==> src/rtl/logo_pkg.sv <==
// logo_pkg: glyph code constants, code-to-stroke-mask table and scroll FSM encoding.
package logo_pkg;
  localparam logic [2:0] CODE_BLANK = 3'd0;
  localparam logic [2:0] CODE_N     = 3'd1;
  localparam logic [2:0] CODE_Z     = 3'd2;
  localparam logic [2:0] CODE_O     = 3'd3;
  localparam logic [2:0] CODE_X     = 3'd4;
  localparam logic [2:0] CODE_L     = 3'd5;
  localparam logic [2:0] CODE_U     = 3'd6;
  localparam logic [2:0] CODE_C     = 3'd7;
  typedef enum logic [1:0] {MOVE_R, PAUSE_R, MOVE_L, PAUSE_L} state_t;
  // Mask bit order is {PD, ND, B, T, R, L}.
  function automatic logic [5:0] code_mask(input logic [2:0] code);
    case (code)
      CODE_N:  return 6'b010011;
      CODE_Z:  return 6'b101100;
      CODE_O:  return 6'b001111;
      CODE_X:  return 6'b110000;
      CODE_L:  return 6'b001001;
      CODE_U:  return 6'b001011;
      CODE_C:  return 6'b001101;
      default: return 6'b000000;
    endcase
  endfunction
endpackage

==> src/rtl/glyph_stroke_hit.sv <==
// glyph_stroke_hit: combinational stroke test of one glyph box at local coordinates (lx, ly).
module glyph_stroke_hit
  import logo_pkg::*;
#(
  parameter int GLYPH_W = 40,
  parameter int STROKE  = 5
) (
  input  logic signed [11:0] lx,
  input  logic signed [11:0] ly,
  input  logic [2:0]         code,
  output logic               hit
);
  localparam logic signed [11:0] W = 12'(GLYPH_W);
  localparam logic signed [11:0] S = 12'(STROKE);
  logic signed [11:0] w_mx, w_nd, w_pd;
  logic [5:0] w_s;
  always_comb begin
    w_mx = W - 12'sd1 - lx;
    w_nd = lx - ly;
    w_pd = w_mx - ly;
    w_s  = {!w_pd[11] && w_pd < S, !w_nd[11] && w_nd < S, ly >= W - S, ly < S, lx >= W - S, lx < S};
    hit  = |(w_s & code_mask(code));
  end
endmodule

==> src/rtl/logo_scroll_painter.sv <==
// logo_scroll_painter: ping-pong scrolling glyph logo with a 2-stage pixel-hit pipeline.
// Define LOGO_BLINK_EN to gate hit with a frame-counted blink.
module logo_scroll_painter
  import logo_pkg::*;
#(
  parameter int GLYPHS       = 4,
  parameter int GLYPH_W      = 40,
  parameter int STROKE       = 5,
  parameter int GAP          = 10,
  parameter int X0           = 500,
  parameter int Y0           = 550,
  parameter int OFFS_MAX     = 100,
  parameter int STEP         = 2,
  parameter int PAUSE_FRAMES = 3,
  parameter int BLINK_FRAMES = 30
) (
  input  logic                  clk,
  input  logic                  rst,
  input  logic                  enable,
  input  logic                  frame_start,
  input  logic [10:0]           x,
  input  logic [10:0]           y,
  input  logic [3*GLYPHS-1:0]   glyph_codes,
  output logic                  hit,
  output logic [10:0]           offset,
  output logic                  dir
);
  localparam int PW = $clog2(PAUSE_FRAMES + 2);
  localparam logic [PW-1:0] CNT_END = PW'(PAUSE_FRAMES);
  state_t r_state;
  logic [10:0] r_offset, w_up, w_dn;
  logic [11:0] w_sum;
  logic w_up_end, w_dn_end, r_dir, r_hit, w_vis;
  logic [PW-1:0] r_cnt;
  logic [GLYPHS-1:0][11:0] w_lx, r_lx;
  logic [11:0] w_ly, r_ly;
  logic [GLYPHS-1:0] w_inbox, r_inbox, w_stroke;
  always_comb begin
    w_sum    = {1'b0, r_offset} + 12'(STEP);
    w_up_end = w_sum >= 12'(OFFS_MAX);
    w_up     = w_up_end ? 11'(OFFS_MAX) : w_sum[10:0];
    w_dn_end = r_offset <= 11'(STEP);
    w_dn     = w_dn_end ? 11'd0 : r_offset - 11'(STEP);
  end
  always_ff @(posedge clk or negedge rst)
    if (!rst) begin
      r_state  <= MOVE_R;
      r_offset <= '0;
      r_dir    <= 1'b0;
      r_cnt    <= '0;
    end else if (frame_start && enable)
      case (r_state)
        MOVE_R: begin
          r_offset <= w_up;
          if (w_up_end) begin
            r_state <= PAUSE_R;
            r_cnt   <= '0;
          end
        end
        PAUSE_R:
          if (r_cnt == CNT_END) begin
            r_state  <= w_dn_end ? PAUSE_L : MOVE_L;
            r_offset <= w_dn;
            r_dir    <= 1'b1;
            r_cnt    <= '0;
          end else r_cnt <= r_cnt + 1'b1;
        MOVE_L: begin
          r_offset <= w_dn;
          if (w_dn_end) begin
            r_state <= PAUSE_L;
            r_cnt   <= '0;
          end
        end
        PAUSE_L:
          if (r_cnt == CNT_END) begin
            r_state  <= w_up_end ? PAUSE_R : MOVE_R;
            r_offset <= w_up;
            r_dir    <= 1'b0;
            r_cnt    <= '0;
          end else r_cnt <= r_cnt + 1'b1;
        default: r_state <= MOVE_R;
      endcase
  // Negative local coordinates wrap to large unsigned values, so one unsigned compare bounds each axis.
  assign w_ly = {1'b0, y} - 12'(Y0);
  for (genvar k = 0; k < GLYPHS; k++) begin : g_slot
    assign w_lx[k]    = {1'b0, x} - {1'b0, r_offset} - 12'(X0 + k * (GLYPH_W + GAP));
    assign w_inbox[k] = w_lx[k] < 12'(GLYPH_W) && w_ly < 12'(GLYPH_W);
    glyph_stroke_hit #(.GLYPH_W(GLYPH_W), .STROKE(STROKE)) u_hit (
      .lx(r_lx[k]), .ly(r_ly), .code(glyph_codes[3*k +: 3]), .hit(w_stroke[k])
    );
  end
`ifdef LOGO_BLINK_EN
  localparam int BW = $clog2(BLINK_FRAMES + 1);
  localparam logic [BW-1:0] BLINK_END = BW'(BLINK_FRAMES - 1);
  logic [BW-1:0] r_blink_cnt;
  logic r_blink_vis;
  always_ff @(posedge clk or negedge rst)
    if (!rst) begin
      r_blink_cnt <= '0;
      r_blink_vis <= 1'b1;
    end else if (frame_start && enable) begin
      r_blink_cnt <= (r_blink_cnt == BLINK_END) ? '0 : r_blink_cnt + 1'b1;
      if (r_blink_cnt == BLINK_END) r_blink_vis <= !r_blink_vis;
    end
  assign w_vis = r_blink_vis;
`else
  assign w_vis = 1'b1;
`endif
  always_ff @(posedge clk or negedge rst)
    if (!rst) begin
      r_lx    <= '0;
      r_ly    <= '0;
      r_inbox <= '0;
      r_hit   <= 1'b0;
    end else begin
      r_lx    <= w_lx;
      r_ly    <= w_ly;
      r_inbox <= w_inbox;
      r_hit   <= enable && w_vis && |(r_inbox & w_stroke);
    end
  assign hit    = r_hit;
  assign offset = r_offset;
  assign dir    = r_dir;
endmodule
==> config.mk <==
export PLATFORM = sky130hd
export DESIGN_NAME = logo_scroll_painter
export DESIGN_NICKNAME = d
export VERILOG_FILES = /design/src/rtl/logo_pkg.sv /design/src/rtl/glyph_stroke_hit.sv /design/src/rtl/logo_scroll_painter.sv
export SDC_FILE = /design/constraint.sdc
export NUM_CORES = 1
export LEC_CHECK = 0
export CORE_MARGIN = 3
export CORE_UTILIZATION = 28
export CTS_CLUSTER_SIZE = 16
export DETAILED_ROUTE_END_ITERATION = 10
export HOLD_SLACK_MARGIN = 0.05
export SYNTH_ARGS = -nofsm -noshare
export SYNTH_HDL_FRONTEND = slang
export SYNTH_SLANG_ARGS = --single-unit
==> constraint.sdc <==
create_clock -name clk -period 4.9 [get_ports clk]
set_clock_uncertainty 0.1 [all_clocks]
set_input_delay 0.98 -clock clk [delete_from_list [all_inputs] [get_ports clk]]
set_output_delay 0.98 -clock clk [all_outputs]
set_load 0.05 [all_outputs]
==> results of run 1 <==
[cell usage after synthesis, types with 11 or more instances]
cell type and instances:
clkbuf_1 15, a221oi_1 11, inv_1 116, ha_1 149
nand3_1 13, xnor2_1 56, nor3_1 44, nor2_1 80
dfrtp_1 76, nor2b_1 21, a21oi_1 68, xor2_1 47
a211oi_1 11, a21o_1 15, nor4_1 14, nand2_1 49
nand2b_1 23, a31oi_1 13, nand3b_1 14, o21ai_0 84
[metal layers]
| layer | GRT usage | vias to the layer above | wire length (um) |
|---|---|---|---|
| met5 | 0 | - | 0 |
| met1 | 0.211 | 4176 | 13300 |
| met3 | 0.0167 | 21 | 1120 |
| li1 | - | 4318 | - |
| met2 | 0.247 | 231 | 12700 |
| met4 | 0.0234 | 0 | 265 |
[final cells by class]
cell class	count	area (um2)	area share
Tap cell	448	561	0.0512
Inverter	116	435	0.0398
Clock buffer	9	225	0.0206
Multi-Input combinational cell	940	7130	0.651
Sequential cell	76	1900	0.174
Timing Repair Buffer	62	586	0.0535
Clock inverter	7	105	0.00961
[logic make-up after synthesis]
logic type / synth area share
adder cells (fa/ha/maj): 0.203
other: 0.000785
flip-flops: 0.199
AO/OA/AOI/OAI: 0.250
buffers and inverters: 0.0561
XOR/XNOR: 0.102
AND/OR/NAND/NOR: 0.176
multiplexers: 0.0131
[critical path, stage by stage]
cell	delay, ns
clkdlybuf4s50_1	0.47
fa_1	0.45
a21o_1	0.19
a211o_1	0.35
a2111oi_4	0.34
nor2_2	0.12
xnor2_4	0.31
inv_1	0.20
xnor2_1	0.20
or4_1	0.54
nor4_2	0.16
[state kept, by name, summed over array words and instances (netlist names)]
| name | flops |
|---|---|
| r_lx | 43 |
| hit | 1 |
| r_cnt | 3 |
| offset | 10 |
| r_inbox | 4 |
| dir | 1 |
| r_ly | 12 |
| r_state | 2 |
[worst max-delay path by stage]
stage / start / endpoint / slack [ns] / depth (start not counted)
after floorplan: x[2] / r_inbox[1]$_DFF_PN0_ / 0.83 / 12
after global placement: x[1] / r_inbox[3]$_DFF_PN0_ / 0.46 / 11
after detailed placement: x[1] / r_inbox[3]$_DFF_PN0_ / 0.38 / 11
after CTS: x[1] / r_inbox[3]$_DFF_PN0_ / 0.72 / 11
after global routing: r_ly[2]$_DFF_PN0_ / hit$_DFF_PN0_ / 0.50 / 13
final: x[1] / r_inbox[3]$_DFF_PN0_ / 0.72 / 11
[per-stage QoR]
stage          hold WS (ns)  area [um2]   util
6_report              0.377       10900  0.325
5_1_grt               0.438       10900  0.325
4_1_cts               0.383       10900  0.325
3_5_place_dp          0.366       10600  0.316
3_3_place_gp          0.366       10600  0.316
2_1_floorplan         0.344        9560      -
==> run_results.csv, run 1 <==
group,metric,value,unit
final_layout,fill_cells,3503,
drt,drt-pass1-iter-count,5,
yosys,synth_top_area_frac,0.199,
clock_tree,clk_path_buf_depth,2,
yosys,synth_top_cell_by_area,"dfrtp_1",
worst_setup_path,r2r-end,"hit$_DFF_PN0_",
global_routing,grt_overflow,0,
die,start_util,0.285,
yosys,synthArstFlopShare,1.00,
global_routing,antenna_found_initial,0,
clock_tree,cts_setup_buffers,0,
drt,avgRoutedWirePerCell,16.5,um
clock_tree,cts_root_buffer,"clkbuf_16",
die,coreArea,33600,um2
worst_setup_path,crit_required,5.04,ns
final_layout,final_cell_mix,"149 x ha_1, 116 x inv_1, 84 x o21ai_0, 80 x nor2_1, 76 x dfrtp_1",
clock_tree,cts_tree,"done",
drt,drcViolationCount,0,
final_layout,final_common_cell,"ha_1",
die,die_w,191,um
sta,slew_violations,0,
sta,fin_crit_sh,0.853,
hold_path,hold_start,"r_cnt[2]$_DFFE_PN0P_",
placement,post-place-ws,0.381,ns
drt,vias,8746,
placement,finalWeightedCongestion,0.904,
final_layout,drive_gt1_frac,0.0529,
drt,drt_iter0_markers,719,
sta,max_freq,0.239,GHz
flow_run,cap_violations,0,
outcome,status,"finished, final reports clean",
sta,relSlewSlack,0.333,
sta,setup_slack,0.719,ns
worst_setup_path,reg2regPathDepth,13,
sta,finalHoldViolCount,0,
hold_path,hold_depth,1,
yosys,synth_edf_count,0,
worst_setup_path,reg2reg_setup_slack,0.72,ns
clock_tree,htreeDepth,3,
die,ios,51,
die,die_area,36400,um2
yosys,avgSynthCellArea,8.27,um2
final_layout,final_nets,1395,
yosys,ys_seq_area_frac,0.199,
clock_tree,postCtsHoldBufs,0,
yosys,syn_nets,1346,
yosys,netlist_top_cells_area,"dfrtp_1 20%, ha_1 19%, xnor2_1 5.1%, inv_1 4.6%, o21ai_0 4.4%",
global_routing,track_usage,0.149,
global_routing,grt_first_pass_wirelength,44.0,mm
sta,rsz0062_at_grt,"false",
yosys,syn-cell-area,9560,um2
yosys,ys_seq_elements,76,
worst_setup_path,worstSetupPathType,"in2reg",
yosys,ys.flop_type,"dfrtp_1",
die,rows,67,
clock_tree,post_cts_resized,0,
hold_path,hp-class,"reg2reg",
clock_tree,insertion_delay,0.34,ns
sta,tns,0,ns
placement,dp_hpwl,22.0,mm
die,die_h,191,um
worst_setup_path,end_kind,"flip-flop",
yosys,syn_inst,1156,
final_layout,antennaDiodeCount,0,
global_routing,grt_pass1_vias,8383,
sta,worst_pin_slew,1.00,ns
hold_path,min_to,"r_cnt[2]$_DFFE_PN0P_",
sta,post-route-min-period,4.18,ns
clock_tree,cts_sinks,76,
placement,dp.cells,1642,
worst_setup_path,crit_path_start_kind,"input pin",
drt,ant_nets,0,
global_routing,grt_max_degree,77,
drt,viasPerCell,5.28,
yosys,ys.warnings.count,0,
final_layout,syn_to_final_growth,14.4,%
sta,setup_violations,0,
worst_setup_path,timing.rr.start,"r_ly[2]$_DFF_PN0_",
clock_tree,cts_made_buffers,9,
placement,portBuffers,49,
final_layout,layout.cells.non_filler,1658,
drt,wl,27.3,mm
clock_tree,clk_pin_slew,0.06,ns
worst_setup_path,cp_max_fo,8,
yosys,synth_cell_type_count,85,
worst_setup_path,arrival,4.32,ns
Power of run 1 is left out: the tool's default activity adds up to more than one toggle a clock period on the data nets, which glitch-free logic cannot reach.
==> run 2: changes to the inputs <==
--- a/config.mk
+++ b/config.mk
@@ -10,6 +10,7 @@
 export CTS_CLUSTER_SIZE = 16
 export DETAILED_ROUTE_END_ITERATION = 10
 export HOLD_SLACK_MARGIN = 0.05
+export PLACE_DENSITY = 0.43
 export SYNTH_ARGS = -nofsm -noshare
 export SYNTH_HDL_FRONTEND = slang
 export SYNTH_SLANG_ARGS = --single-unit
==> constraint.sdc (replaced) <==
create_clock -name clk -period 4 [get_ports clk]
set_clock_uncertainty 0.1 [all_clocks]
set_input_delay 0.8 -clock clk [delete_from_list [all_inputs] [get_ports clk]]
set_output_delay 0.8 -clock clk [all_outputs]
set_load 0.05 [all_outputs]
==> run 2 against run 1 <==
  * Worst setup slack lost 0.58 ns
  * Clock-buffer cell count increased by 1
  * Via count grew 1.4%
  * Flip-flop and latch count is the same
  * Hold slack better by 0.0018 ns
  * Utilization up 2.6 points
  * Critical path type is now reg2reg
==> run_results.csv, run 2 (synthesis results as in run 1) <==
group,metric,value,unit
global_routing,track_usage,0.171,
global_routing,antenna_found_initial,0,
placement,portBuffers,49,
clock_tree,cts_tree,"done",
die,rows,67,
drt,drt-pass1-iter-count,5,
worst_setup_path,end_kind,"flip-flop",
worst_setup_path,arrival,4.01,ns
die,start_util,0.285,
sta,finalHoldViolCount,0,
hold_path,hp-class,"reg2reg",
sta,relSlewSlack,0.416,
drt,viasPerCell,5.01,
drt,wl,30.9,mm
drt,drt_iter0_markers,571,
flow_run,cap_violations,0,
final_layout,regMostFlops,"r_lx",
worst_setup_path,cp_max_fo,7,
worst_setup_path,worstSetupPathType,"reg2reg",
sta,post-route-min-period,3.86,ns
clock_tree,clk_path_buf_depth,2,
drt,drcViolationCount,0,
final_layout,drive_gt1_frac,0.142,
drt,ant_nets,0,
final_layout,syn_to_final_growth,23.4,%
placement,dp_hpwl,25.8,mm
die,die_w,191,um
final_layout,final_cell_mix,"149 x ha_1, 127 x buf_4, 114 x inv_1, 84 x o21ai_0, 80 x nor2_1",
clock_tree,insertion_delay,0.34,ns
die,coreArea,33600,um2
die,die_area,36400,um2
global_routing,grt_pass1_vias,9015,
global_routing,grt_max_degree,66,
sta,slew_violations,0,
sta,max_freq,0.259,GHz
final_layout,final_common_cell,"ha_1",
sta,fin_crit_sh,0.964,
worst_setup_path,reg2regPathDepth,14,
final_layout,final_nets,1508,
final_layout,fill_cells,3508,
die,ios,51,
final_layout,largest_reg_flops,43,
sta,whs,0.379,ns
clock_tree,cts_sinks,76,
clock_tree,cts_root_buffer,"clkbuf_16",
clock_tree,cts_made_buffers,9,
clock_tree,postCtsHoldBufs,0,
die,die_h,191,um
worst_setup_path,crit_path_start_kind,"flip-flop",
final_layout,antennaDiodeCount,0,
clock_tree,clk_pin_slew,0.06,ns
sta,worst_pin_slew,0.875,ns
drt,avgRoutedWirePerCell,17.4,um
placement,finalWeightedCongestion,0.846,
hold_path,hold_depth,1,
drt,vias,8867,
outcome,status,"finished, final reports clean",
sta,setup_violations,0,
global_routing,grt_overflow,0,
sta,rsz0062_at_grt,"true",
global_routing,grt_first_pass_wirelength,49.4,mm
worst_setup_path,crit_required,4.15,ns
clock_tree,htreeDepth,3,
-- run 2: cell count changes in the layout (fill, tap and decap cells not counted), sizes merged --
cell,previous run,this run
buf,14,127
bufinv,2,0
clkbuf,9,10
inv,119,120
-- run 2: worst paths after layout --
check | startpoint | endpoint | slack (ns)
min | r_cnt[2]$_DFFE_PN0P_ | r_cnt[2]$_DFFE_PN0P_ | 0.38
max | r_ly[2]$_DFF_PN0_ | hit$_DFF_PN0_ | 0.14
min reg2reg | r_cnt[2]$_DFFE_PN0P_ | r_cnt[2]$_DFFE_PN0P_ | 0.38
min in group asynchronous | rst | offset[8]$_DFFE_PN0P_ | 0.42
max reg2reg | r_ly[2]$_DFF_PN0_ | hit$_DFF_PN0_ | 0.14
max in group asynchronous | rst | r_ly[2]$_DFF_PN0_ | 2.63
-- run 2: worst max-delay path: stages, from the launching register on --
cell and delay (ns):
dfrtp_2 0.43, clkinvlp_4 0.24, ha_1 0.42, xor2_1 0.18
ha_1 0.29, o21ai_0 0.16, o31ai_1 0.12, or4_1 0.49
nor4b_1 0.35, o2111a_1 0.24, o2111ai_1 0.12, o211ai_1 0.15
a221oi_1 0.08, buf_4 0.18, a31oi_1 0.20
-- run 2: area by class of cell --
class	count	area, um2	share of cell area
clock buffer	10	239	0.0203
tap	448	561	0.0475
timing repair buffer	175	1430	0.122
sequential	76	1900	0.161
inverter	116	439	0.0372
multi-input combinational	940	7170	0.608
clock inverter	6	52.6	0.00445
-- run 2: routing by layer --
| metal | routed length [um] | share of wire | global-route usage |
|---|---|---|---|
| met1 | 14900 | 0.48 | 0.236 |
| met2 | 14500 | 0.47 | 0.290 |
| met3 | 1030 | 0.033 | 0.0208 |
| met4 | 456 | 0.015 | 0.0333 |
| met5 | 0 | 0 | 0 |
-- run 2: through the flow --
stage	worst slack, ns	util	setup TNS, ns	instances	instance area (um2)
2_1_floorplan	0.0983	-	0	1156	9570
4_1_cts	0.0475	0.350	0	1770	11800
3_3_place_gp	-0.0971	0.341	-0.359	1754	11500
5_1_grt	-0.0424	0.351	-0.0424	1771	11800
3_5_place_dp	-0.149	0.341	-0.569	1754	11500
6_report	0.144	0.351	0	1771	11800
-- run 2: what timing repair did --
action,in CTS,in global routing
pin swaps,0,0
setup buffers,0,1
gates resized for setup,3,8
setup endpoints to repair,1,2
gates cloned,0,0
Power of run 2 is left out for the same reason.
